--- src/rtl/spim_reg_pkg.sv ---
// Shared register map, event bit positions and soft-reset mode encoding
// for the multi-channel SPI master register bank.
package spim_reg_pkg;

  localparam logic [15:0] OFF_CMD        = 16'h0000;
  localparam logic [15:0] OFF_STATUS     = 16'h000C;
  localparam logic [15:0] OFF_DIAG0      = 16'h0010;
  localparam logic [15:0] OFF_DIAG1      = 16'h0014;
  localparam logic [15:0] OFF_RDBACK     = 16'h0020;
  localparam logic [15:0] OFF_STICKY     = 16'h0040;
  localparam logic [15:0] OFF_IRQ_MASK   = 16'h0044;
  localparam logic [15:0] OFF_SFRST_CTRL = 16'h0048;
  localparam logic [15:0] OFF_SFRST_STS  = 16'h004C;

  // buf_evt / STICKY bit positions
  localparam int EVT_WBUF_WR_OVF = 0;
  localparam int EVT_WBUF_RD_UDF = 1;
  localparam int EVT_RBUF_WR_OVF = 2;
  localparam int EVT_RBUF_RD_UDF = 3;

  localparam int SFRST_MODE_BIT = 8;

  typedef enum logic {
    SFRST_PULSE = 1'b0,
    SFRST_LEVEL = 1'b1
  } sfrst_mode_e;

endpackage

--- src/rtl/spim_reg_ch.sv ---
// One channel register window: command, sampled status/diag, sticky
// errors with irq, and the self-timed buffer soft-reset generator.
module spim_reg_ch
  import spim_reg_pkg::*;
#(
  parameter int SFRST_CYC = 4
) (
  input  logic        aclk,
  input  logic        arst_n,
  input  logic        wr_en,
  input  logic [15:0] off,
  input  logic [31:0] wdata,
  input  logic        trans_done,
  input  logic [31:0] status_in,
  input  logic [31:0] diag0_in,
  input  logic        load_diag0,
  input  logic [31:0] diag1_in,
  input  logic [31:0] rb_in,
  input  logic [3:0]  evt,
  output logic [31:0] cmd,
  output logic [3:0]  sfrst,
  output logic        irq,
  output logic [31:0] rd_data,
  output logic        rd_hit
);

  localparam logic [3:0] SFRST_LOAD = 4'(SFRST_CYC);

  logic [31:0] status_q, diag0_q, diag1_q, rb_q;
  logic [3:0]  sticky, mask;
  logic [3:0]  sfrst_req, sfrst_act, sfrst_cnt;
  sfrst_mode_e sfrst_mode, wr_mode;
  logic        wr_cmd, wr_sticky, wr_mask, wr_sfrst;

  assign wr_cmd    = wr_en && (off == OFF_CMD);
  assign wr_sticky = wr_en && (off == OFF_STICKY);
  assign wr_mask   = wr_en && (off == OFF_IRQ_MASK);
  assign wr_sfrst  = wr_en && (off == OFF_SFRST_CTRL);
  assign wr_mode   = sfrst_mode_e'(wdata[SFRST_MODE_BIT]);

  always_ff @(posedge aclk or negedge arst_n) begin
    if (!arst_n) begin
      status_q   <= '0;
      diag0_q    <= '0;
      diag1_q    <= '0;
      rb_q       <= '0;
      cmd        <= '0;
      sticky     <= '0;
      mask       <= '0;
      irq        <= 1'b0;
      sfrst_mode <= SFRST_PULSE;
      sfrst_req  <= '0;
      sfrst_act  <= '0;
      sfrst_cnt  <= '0;
    end else begin
      status_q <= status_in;
      diag1_q  <= diag1_in;
      rb_q     <= rb_in;
      if (load_diag0) diag0_q <= diag0_in;

      // GO is write-protected while set; the engine's accept wins over a write
      if (wr_cmd) cmd <= cmd[0] ? {wdata[31:1], 1'b1} : wdata;
      if (trans_done) cmd[0] <= 1'b0;

      sticky <= (sticky & ~(wr_sticky ? wdata[3:0] : 4'h0)) | evt;
      if (wr_mask) mask <= wdata[3:0];
      irq <= |(sticky & mask);

      if (wr_sfrst && (wr_mode != sfrst_mode)) begin
        sfrst_mode <= wr_mode;
        sfrst_req  <= wdata[3:0];
        sfrst_cnt  <= '0;
        sfrst_act  <= '0;
      end else if (wr_sfrst && (sfrst_mode == SFRST_PULSE) && (|wdata[3:0])) begin
        sfrst_req  <= wdata[3:0];
        sfrst_act  <= sfrst_act | wdata[3:0];
        sfrst_cnt  <= SFRST_LOAD;
      end else begin
        if (wr_sfrst) sfrst_req <= wdata[3:0];
        if (sfrst_cnt != 4'd0) begin
          sfrst_cnt <= sfrst_cnt - 4'd1;
          if (sfrst_cnt == 4'd1) sfrst_act <= '0;
        end
      end
    end
  end

  // active set is already empty whenever the counter is idle
  assign sfrst = (sfrst_mode == SFRST_LEVEL) ? sfrst_req : sfrst_act;

  always_comb begin
    rd_hit  = 1'b1;
    rd_data = '0;
    case (off)
      OFF_CMD:        rd_data = cmd;
      OFF_STATUS:     rd_data = status_q;
      OFF_DIAG0:      rd_data = diag0_q;
      OFF_DIAG1:      rd_data = diag1_q;
      OFF_RDBACK:     rd_data = rb_q;
      OFF_STICKY:     rd_data = {28'h0, sticky};
      OFF_IRQ_MASK:   rd_data = {28'h0, mask};
      OFF_SFRST_CTRL: rd_data = {23'h0, sfrst_mode, 4'h0, sfrst_req};
      OFF_SFRST_STS:  rd_data = {24'h0, sfrst_cnt, 3'h0, (sfrst_cnt != 4'd0)};
      default:        rd_hit  = 1'b0;
    endcase
  end

endmodule

--- src/rtl/spim_reg_mc.sv ---
// Multi-channel SPI master register bank: address decode into NUM_CH
// channel windows, read mux and registered read response.
module spim_reg_mc
  import spim_reg_pkg::*;
#(
  parameter int          NUM_CH     = 2,
  parameter logic [15:0] CH_STRIDE  = 16'h0100,
  parameter int          SFRST_CYC  = 4,
  parameter logic [31:0] RD_DEFAULT = 32'hDEAD_BEEF
) (
  input  logic                 aclk,
  input  logic                 arst_n,
  input  logic [31:0]          wdata,
  input  logic                 write,
  input  logic                 read,
  input  logic [15:0]          addr,
  output logic [31:0]          rdata,
  output logic                 rdatavld,
  output logic                 rd_err,
  input  logic [NUM_CH-1:0]    stransvld_up,
  input  logic [32*NUM_CH-1:0] m_status_in,
  input  logic [32*NUM_CH-1:0] m_diag0_in,
  input  logic [NUM_CH-1:0]    load_dbg_bus0,
  input  logic [32*NUM_CH-1:0] m_diag1_in,
  input  logic [32*NUM_CH-1:0] avmm_rb_data,
  input  logic [4*NUM_CH-1:0]  buf_evt,
  output logic [32*NUM_CH-1:0] m_cmd,
  output logic [4*NUM_CH-1:0]  buf_sfrst,
  output logic [NUM_CH-1:0]    irq
);

  localparam int CH_SHIFT = $clog2(CH_STRIDE);

  logic [15:0]              ch_idx, off;
  logic [NUM_CH-1:0][31:0]  ch_rd;
  logic [NUM_CH-1:0]        ch_hit;
  logic [31:0]              sel_data;
  logic                     sel_hit;

  // stride is a power of two, so divide/modulo reduce to shift/mask
  assign ch_idx = addr >> CH_SHIFT;
  assign off    = addr & (CH_STRIDE - 16'd1);

  for (genvar gi = 0; gi < NUM_CH; gi++) begin : g_ch
    spim_reg_ch #(.SFRST_CYC(SFRST_CYC)) u_ch (
      .aclk       (aclk),
      .arst_n     (arst_n),
      .wr_en      (write && (ch_idx == 16'(gi))),
      .off        (off),
      .wdata      (wdata),
      .trans_done (stransvld_up[gi]),
      .status_in  (m_status_in[gi*32 +: 32]),
      .diag0_in   (m_diag0_in[gi*32 +: 32]),
      .load_diag0 (load_dbg_bus0[gi]),
      .diag1_in   (m_diag1_in[gi*32 +: 32]),
      .rb_in      (avmm_rb_data[gi*32 +: 32]),
      .evt        (buf_evt[gi*4 +: 4]),
      .cmd        (m_cmd[gi*32 +: 32]),
      .sfrst      (buf_sfrst[gi*4 +: 4]),
      .irq        (irq[gi]),
      .rd_data    (ch_rd[gi]),
      .rd_hit     (ch_hit[gi])
    );
  end

  always_comb begin
    sel_hit  = 1'b0;
    sel_data = RD_DEFAULT;
    for (int c = 0; c < NUM_CH; c++) begin
      if ((ch_idx == 16'(c)) && ch_hit[c]) begin
        sel_hit  = 1'b1;
        sel_data = ch_rd[c];
      end
    end
  end

  // register values are sampled before any same-cycle write lands
  always_ff @(posedge aclk or negedge arst_n) begin
    if (!arst_n) begin
      rdata    <= '0;
      rdatavld <= 1'b0;
      rd_err   <= 1'b0;
    end else begin
      rdatavld <= read;
      rd_err   <= read && !sel_hit;
      if (read) rdata <= sel_data;
    end
  end

endmodule

--- config.mk ---
export PLATFORM = sky130hd
export DESIGN_NAME = spim_reg_mc
export DESIGN_NICKNAME = d
export VERILOG_FILES = /design/src/rtl/spim_reg_pkg.sv /design/src/rtl/spim_reg_ch.sv /design/src/rtl/spim_reg_mc.sv
export SDC_FILE = /design/constraint.sdc
export NUM_CORES = 1
export LEC_CHECK = 0
export BUFFER_PORTS_ARGS = -buffer_cell sky130_fd_sc_hd__buf_2
export CAP_MARGIN = 15
export CORE_MARGIN = 1
export CORE_UTILIZATION = 30
export DETAILED_ROUTE_END_ITERATION = 10
export GPL_TIMING_DRIVEN = 0
export PLACE_DENSITY = 0.55
export SLEW_MARGIN = 10
export SYNTH_ARGS = -nofsm -noshare
export SYNTH_HDL_FRONTEND = slang
export SYNTH_SLANG_ARGS = --single-unit
--- constraint.sdc ---
create_clock -name aclk -period 1.8 [get_ports aclk]
set_input_delay 0.09 -clock aclk [delete_from_list [all_inputs] [get_ports aclk]]
set_output_delay 0.09 -clock aclk [all_outputs]
set_load 0.01 [all_outputs]
# Yosys cells after proc, flatten, opt, wreduce, memory -nomap -nowiden
# Index checks and enable logic that the tools add are counted.
# Widths: inputs -> output; s select.
# word_totals
regBits	398
wordCells	131
# op_classes
add_sub_neg	2
eq_ne	13
muxes	37
bitwise_logic	12
reduce_logical	38
# ops
op	count
$pmux 32 s9	2
$mux 4	24
$mux 32	2
$eq 8x7->1 const B	4
$logic_not 16->1	2
$logic_and 1x1->1	19
$reduce_bool 3->1	6
$and 4x4->4	4
$eq 8x5->1 const B	2
$or 4x4->4	4
$reduce_or 4->1	3
$mux 1	9
$reduce_or 9->1	1
$eq 4x1->1 const B	2
$eq 8x1->1 const B	1
$eq 8x4->1 const B	1
$eq 8x6->1 const B	1
$not 4->4	2
$reduce_bool 4->1	2
$sub 4x1->4 const B	2
$reduce_and 2->1	2
$reduce_bool 2->1	2
$ne 1x1->1	2
$not 1->1	2
$logic_not 1->1	1

# Logic depth before layout (Yosys ltp)
# logic_depth
word_depth	8
depth_mapped	8

# Cells and area by module
# Synthesis repeated with hierarchy kept, for this count alone.
# unflattened
hier_cells	1180
hier_area_um2	16255.6
# by_module_without_submodules
module	instances	cells_per_inst	area_per_inst_um2	seq_area_each_um2
spim_reg_ch	2	511	7309.5	4554.4
spim_reg_mc	1	158	1636.6	850.8

# Worst setup path after synthesis
# Ideal clock, no wire load.
# synth_path
path_kind	input -> register
from	in addr[0]
to	reg g_ch[0].u_ch.cmd[10]
arrival_ns	1.785
required_time_ns	1.675
setup_slack_ns	-0.110
path_stages	6
path_buffers	3
path_cell_list	buf_4 or4_4 buf_6 nor4_4 buf_6 mux2_4
# synth_between
elab_chain_cells	2
# synth_rtl
item	line	text
start: declaration	spim_reg_mc.sv:16	input logic [15:0] addr,
$logic_not 16->1	spim_reg_ch.sv:35	assign wr_cmd = wr_en && (off == OFF_CMD);
$logic_and 1x1->1	spim_reg_ch.sv:35	
end signal: assignment	spim_reg_ch.sv:62	if (wr_cmd) cmd <= cmd[0] ? {wdata[31:1], 1'b1} : wdata;
end: declaration	spim_reg_ch.sv:20	output logic [31:0] cmd,
# No other way between the ends.
# A chain may end at the register's enable or synchronous reset.

# Worst setup path after layout
# layout_path
from	in addr[3]
to	reg rdata[28]
# layout_between
elab_chain_cells	6
word_cells_on_any_way	17
classes_between	eq/ne (8); mux (5); reduce/logical (4)
# layout_rtl
item	line	text
$eq 8x4->1, or another cell as far along	spim_reg_ch.sv:94	case (off)
$reduce_or 9->1 (no source line)	-	
$mux 1	spim_reg_ch.sv:94	
$logic_and 1x1->1	spim_reg_mc.sv:70	if ((ch_idx == 16'(c)) && ch_hit[c]) begin
$mux 32	spim_reg_mc.sv:70	
$mux 32 (*)	spim_reg_mc.sv:70	
end signal: assignment	spim_reg_mc.sv:86	if (read) rdata <= sel_data;
end: declaration	spim_reg_mc.sv:17	output logic [31:0] rdata,
# Every way passes the cells marked *; elsewhere a longest branch is shown, timed or not.

==> impl_metrics.env <==
export IMPL_r2r_start="g_ch[1].u_ch.sfrst_cnt[0]"
export IMPL_viasPerCell=5.08
export IMPL_synth_top_area_share_pct=61.5
export IMPL_yosysSeqAreaShare_pct=61.5
export IMPL_hold_class="input port to flip-flop"
export IMPL_finalCritPeriodShare_pct=99.4
export IMPL_postSynthAreaPerCell_um2=13.2
export IMPL_finalClockSkew_ns=0.0175
export IMPL_synth_cell_type_count=78
export IMPL_switching_power_mw=5.61
export IMPL_power_mw=22.2
export IMPL_area_growth_pct=49.9
export IMPL_synthCells=1226
export IMPL_slew_headroom_pct=26.5
export IMPL_fmax_mhz=559
export IMPL_fin_nets=2344
export IMPL_swShare_pct=25.3
export IMPL_yosys_top_cells_count="398 x dfrtp_1, 126 x mux2_2, 61 x nor2_1"
export IMPL_hpwl_mm=50.5
export IMPL_grt_pass1_wl_mm=100
export IMPL_synth_seq_cells=398
export IMPL_clk_pin_slew_worst_paths_ns=0.06
export IMPL_wl_mm=71.0
export IMPL_crit_arrival_ns=2.30
export IMPL_netlist_area_um2=16200
export IMPL_grt_usage_pct=25.8
export IMPL_maxCapViolCount=0
export IMPL_fin_crit_ns=1.79
export IMPL_start_util_pct=30.6
export IMPL_placed_area_um2=19300
export IMPL_setup_viol=0
export IMPL_drt_initial_drc_count=981
export IMPL_yosys_most_used_dff="dfrtp_1"
export IMPL_fp_dieArea_um2=54900
export IMPL_drc_errors=0
export IMPL_finalHoldViolations=0
export IMPL_portBuffers=422
export IMPL_die_w_um=234
export IMPL_worstPathRequired_ns=2.31
export IMPL_p_leak_nw=11.1
export IMPL_max_slew_worst_pin_slew_ns=1.10
export IMPL_grt_overflow=0
export IMPL_cts_buffer_depth=3
export IMPL_hold_depth=2
export IMPL_min_to="g_ch[1].u_ch.diag0_q[0]"
export IMPL_drive_above_1_share_pct=37.3
export IMPL_hold_slack_ns=0.0346
export IMPL_r2r_end="rdata[0]"
export IMPL_r2r_slack_ns=0.07
export IMPL_gp_congestion=0.921
export IMPL_drt_pass1_iterations=5
export IMPL_status="completed"
export IMPL_power_density_nw_per_um2=914
export IMPL_p_int_mw=16.6
export IMPL_cts_max_level=2
export IMPL_clk_latency_ns=0.59
export IMPL_die_h_um=234
export IMPL_tritoncts="built"
export IMPL_root_buffer="clkbuf_16"
export IMPL_criticalPathCategory="input port to flip-flop"
export IMPL_cts_sinks=398
export IMPL_ios=428
export IMPL_synth_edff_count=0
export IMPL_slew_violations=0
export IMPL_grt_pass1_vias=14831
export IMPL_fp_coreArea_um2=53000
export IMPL_antenna_found_initial=11
export IMPL_grt_max_degree=110
export IMPL_vias=13949
export IMPL_rr_worst_depth=7
export IMPL_crit_path_start_kind="input port"
export IMPL_cts_buffers=46
export IMPL_final_area_um2=24300
export IMPL_synth_async_sr_flop_share_pct=100
export IMPL_synth_most_common_cell="dfrtp_1"
export IMPL_ys_top_cells_by_area="dfrtp_1 61%, mux2_2 8.8%, a22oi_1 2.8%, mux2i_1 2.7%, mux2_4 1.9%"
export IMPL_clockPowerShare_pct=43.7
export IMPL_comb_power_share_pct=12.5
export IMPL_synth_top_area_cell="dfrtp_1"
export IMPL_yosys_warnings=0
export IMPL_cp_end_kind="flip-flop"
export IMPL_seq_power_share_pct=43.8
export IMPL_syn_nets=1550
export IMPL_ir_drop_uv=634
export IMPL_critPathMaxFanout=10
export IMPL_rows=84
export IMPL_ant_nets=0
export IMPL_min_from="load_dbg_bus0[1]"
export IMPL_wire_per_inst_um=25.8
## kinds of logic (layout without fill, tap and decap cells)
kind of cell / Yosys count / after routing / share of synthesized area (%)
AOI/OAI and AO/OA: 304 / 304 / 13.4
xor gates and xnor gates: 2 / 2 / 0.108
adders and majority gates: 4 / 4 / 0.309
buffers and inverters: 99 / 926 / 2.96
DFF: 398 / 398 / 61.5
muxes: 199 / 199 / 14.0
other: 0 / 6 / 0
and+or+nand+nor: 220 / 220 / 7.80
## layout make-up
type,count,area (µm²)
clock inverter,16,220
buffer,86,487
multi-input combinational,729,5930
antenna,6,15.0
sequential,398,9960
clock buffer,65,1330
fill,4899,28700
tap,688,861
timing repair buffer,751,5460
inverter,8,31.3
## how the worst max path moves through the flow
stage / startpoint / to / slack [ns]
5_1_grt: addr[7] / g_ch[0].u_ch.sfrst_cnt[1] / -0.02
4_1_cts: addr[7] / rdata[11] / 0.007
3_3_place_gp: arst_n / g_ch[1].u_ch.cmd[9] / -7.33
3_5_place_dp: addr[4] / rdata[13] / -1.66
2_1_floorplan: addr[1] / g_ch[0].u_ch.cmd[10] / -0.10
6_report: addr[3] / rdata[28] / 0.01
## per-layer routing
metal | track usage (%) | part of all wire, % | vias to the layer above
li1 | - | - | 6154
met1 | 32.8 | 41 | 7054
met2 | 42.6 | 48 | 592
met3 | 4.99 | 6.5 | 139
met4 | 11.1 | 4.0 | 10
met5 | 0 | 0.090 | -
## state kept, by name, indices dropped and copies added, names as in the netlist, 32 cells and up
signal / cells
g_ch.u_ch.cmd: 64
g_ch.u_ch.diag0_q: 64
g_ch.u_ch.diag1_q: 64
g_ch.u_ch.rb_q: 64
g_ch.u_ch.status_q: 64
rdata: 32
## timing repair
item / 4_1_cts / 5_1_grt
gates cloned: 0 / 0
endpoints found under the setup margin: 106 / 41
buffers inserted: 11 / 8
endpoints found under the hold margin: 634 / 1
resized for setup: 38 / 17
pin swaps: 5 / 3
hold buffers: 302 / 3
## cells in the final DEF (no fill, tap or decap), drive strengths merged, types with 31 or more instances in the layout
cell / count
a22oi: 60
nor2: 63
a21oi: 31
o21ai: 32
o22ai: 37
clkbuf: 106
buf: 491
mux2: 156
nand2: 43
dfrtp: 398
dlygate4sd3: 304
mux2i: 43
## per-stage QoR
stage                     setup TNS [ns]  std cells  utilization (%)  setup slack [ns]
after global placement          -3020.20       2336             36.3             -7.33
after global routing             -0.0921       2746             45.8           -0.0248
after detailed placement         -116.56       2341             36.5             -1.66
after floorplan                    -2.81       1226                -            -0.100
after CTS                              0       2731             45.5           0.00650
final                                  0       2747             45.8            0.0110
## critical path, cell delays in order
cell and delay, ns:
buf_2 0.14, buf_2 0.20, nor4_4 0.41, buf_4 0.22
buf_4 0.16, clkbuf_2 0.40, a22oi_1 0.18, o22ai_1 0.21
o22ai_1 0.11, a21oi_1 0.15
## power by group through the flow
stage | sequential (mW) | combinational, mW | clock, mW
global route | 9.77 | 3.00 | 10.3
CTS | 9.70 | 2.64 | 9.89
finish | 9.72 | 2.77 | 9.70
global placement | 9.83 | 1.96 | 0
floorplan | 9.74 | 1.01 | 0
detailed placement | 9.84 | 2.04 | 0
Note: power is estimated with default switching activity, not from simulation.
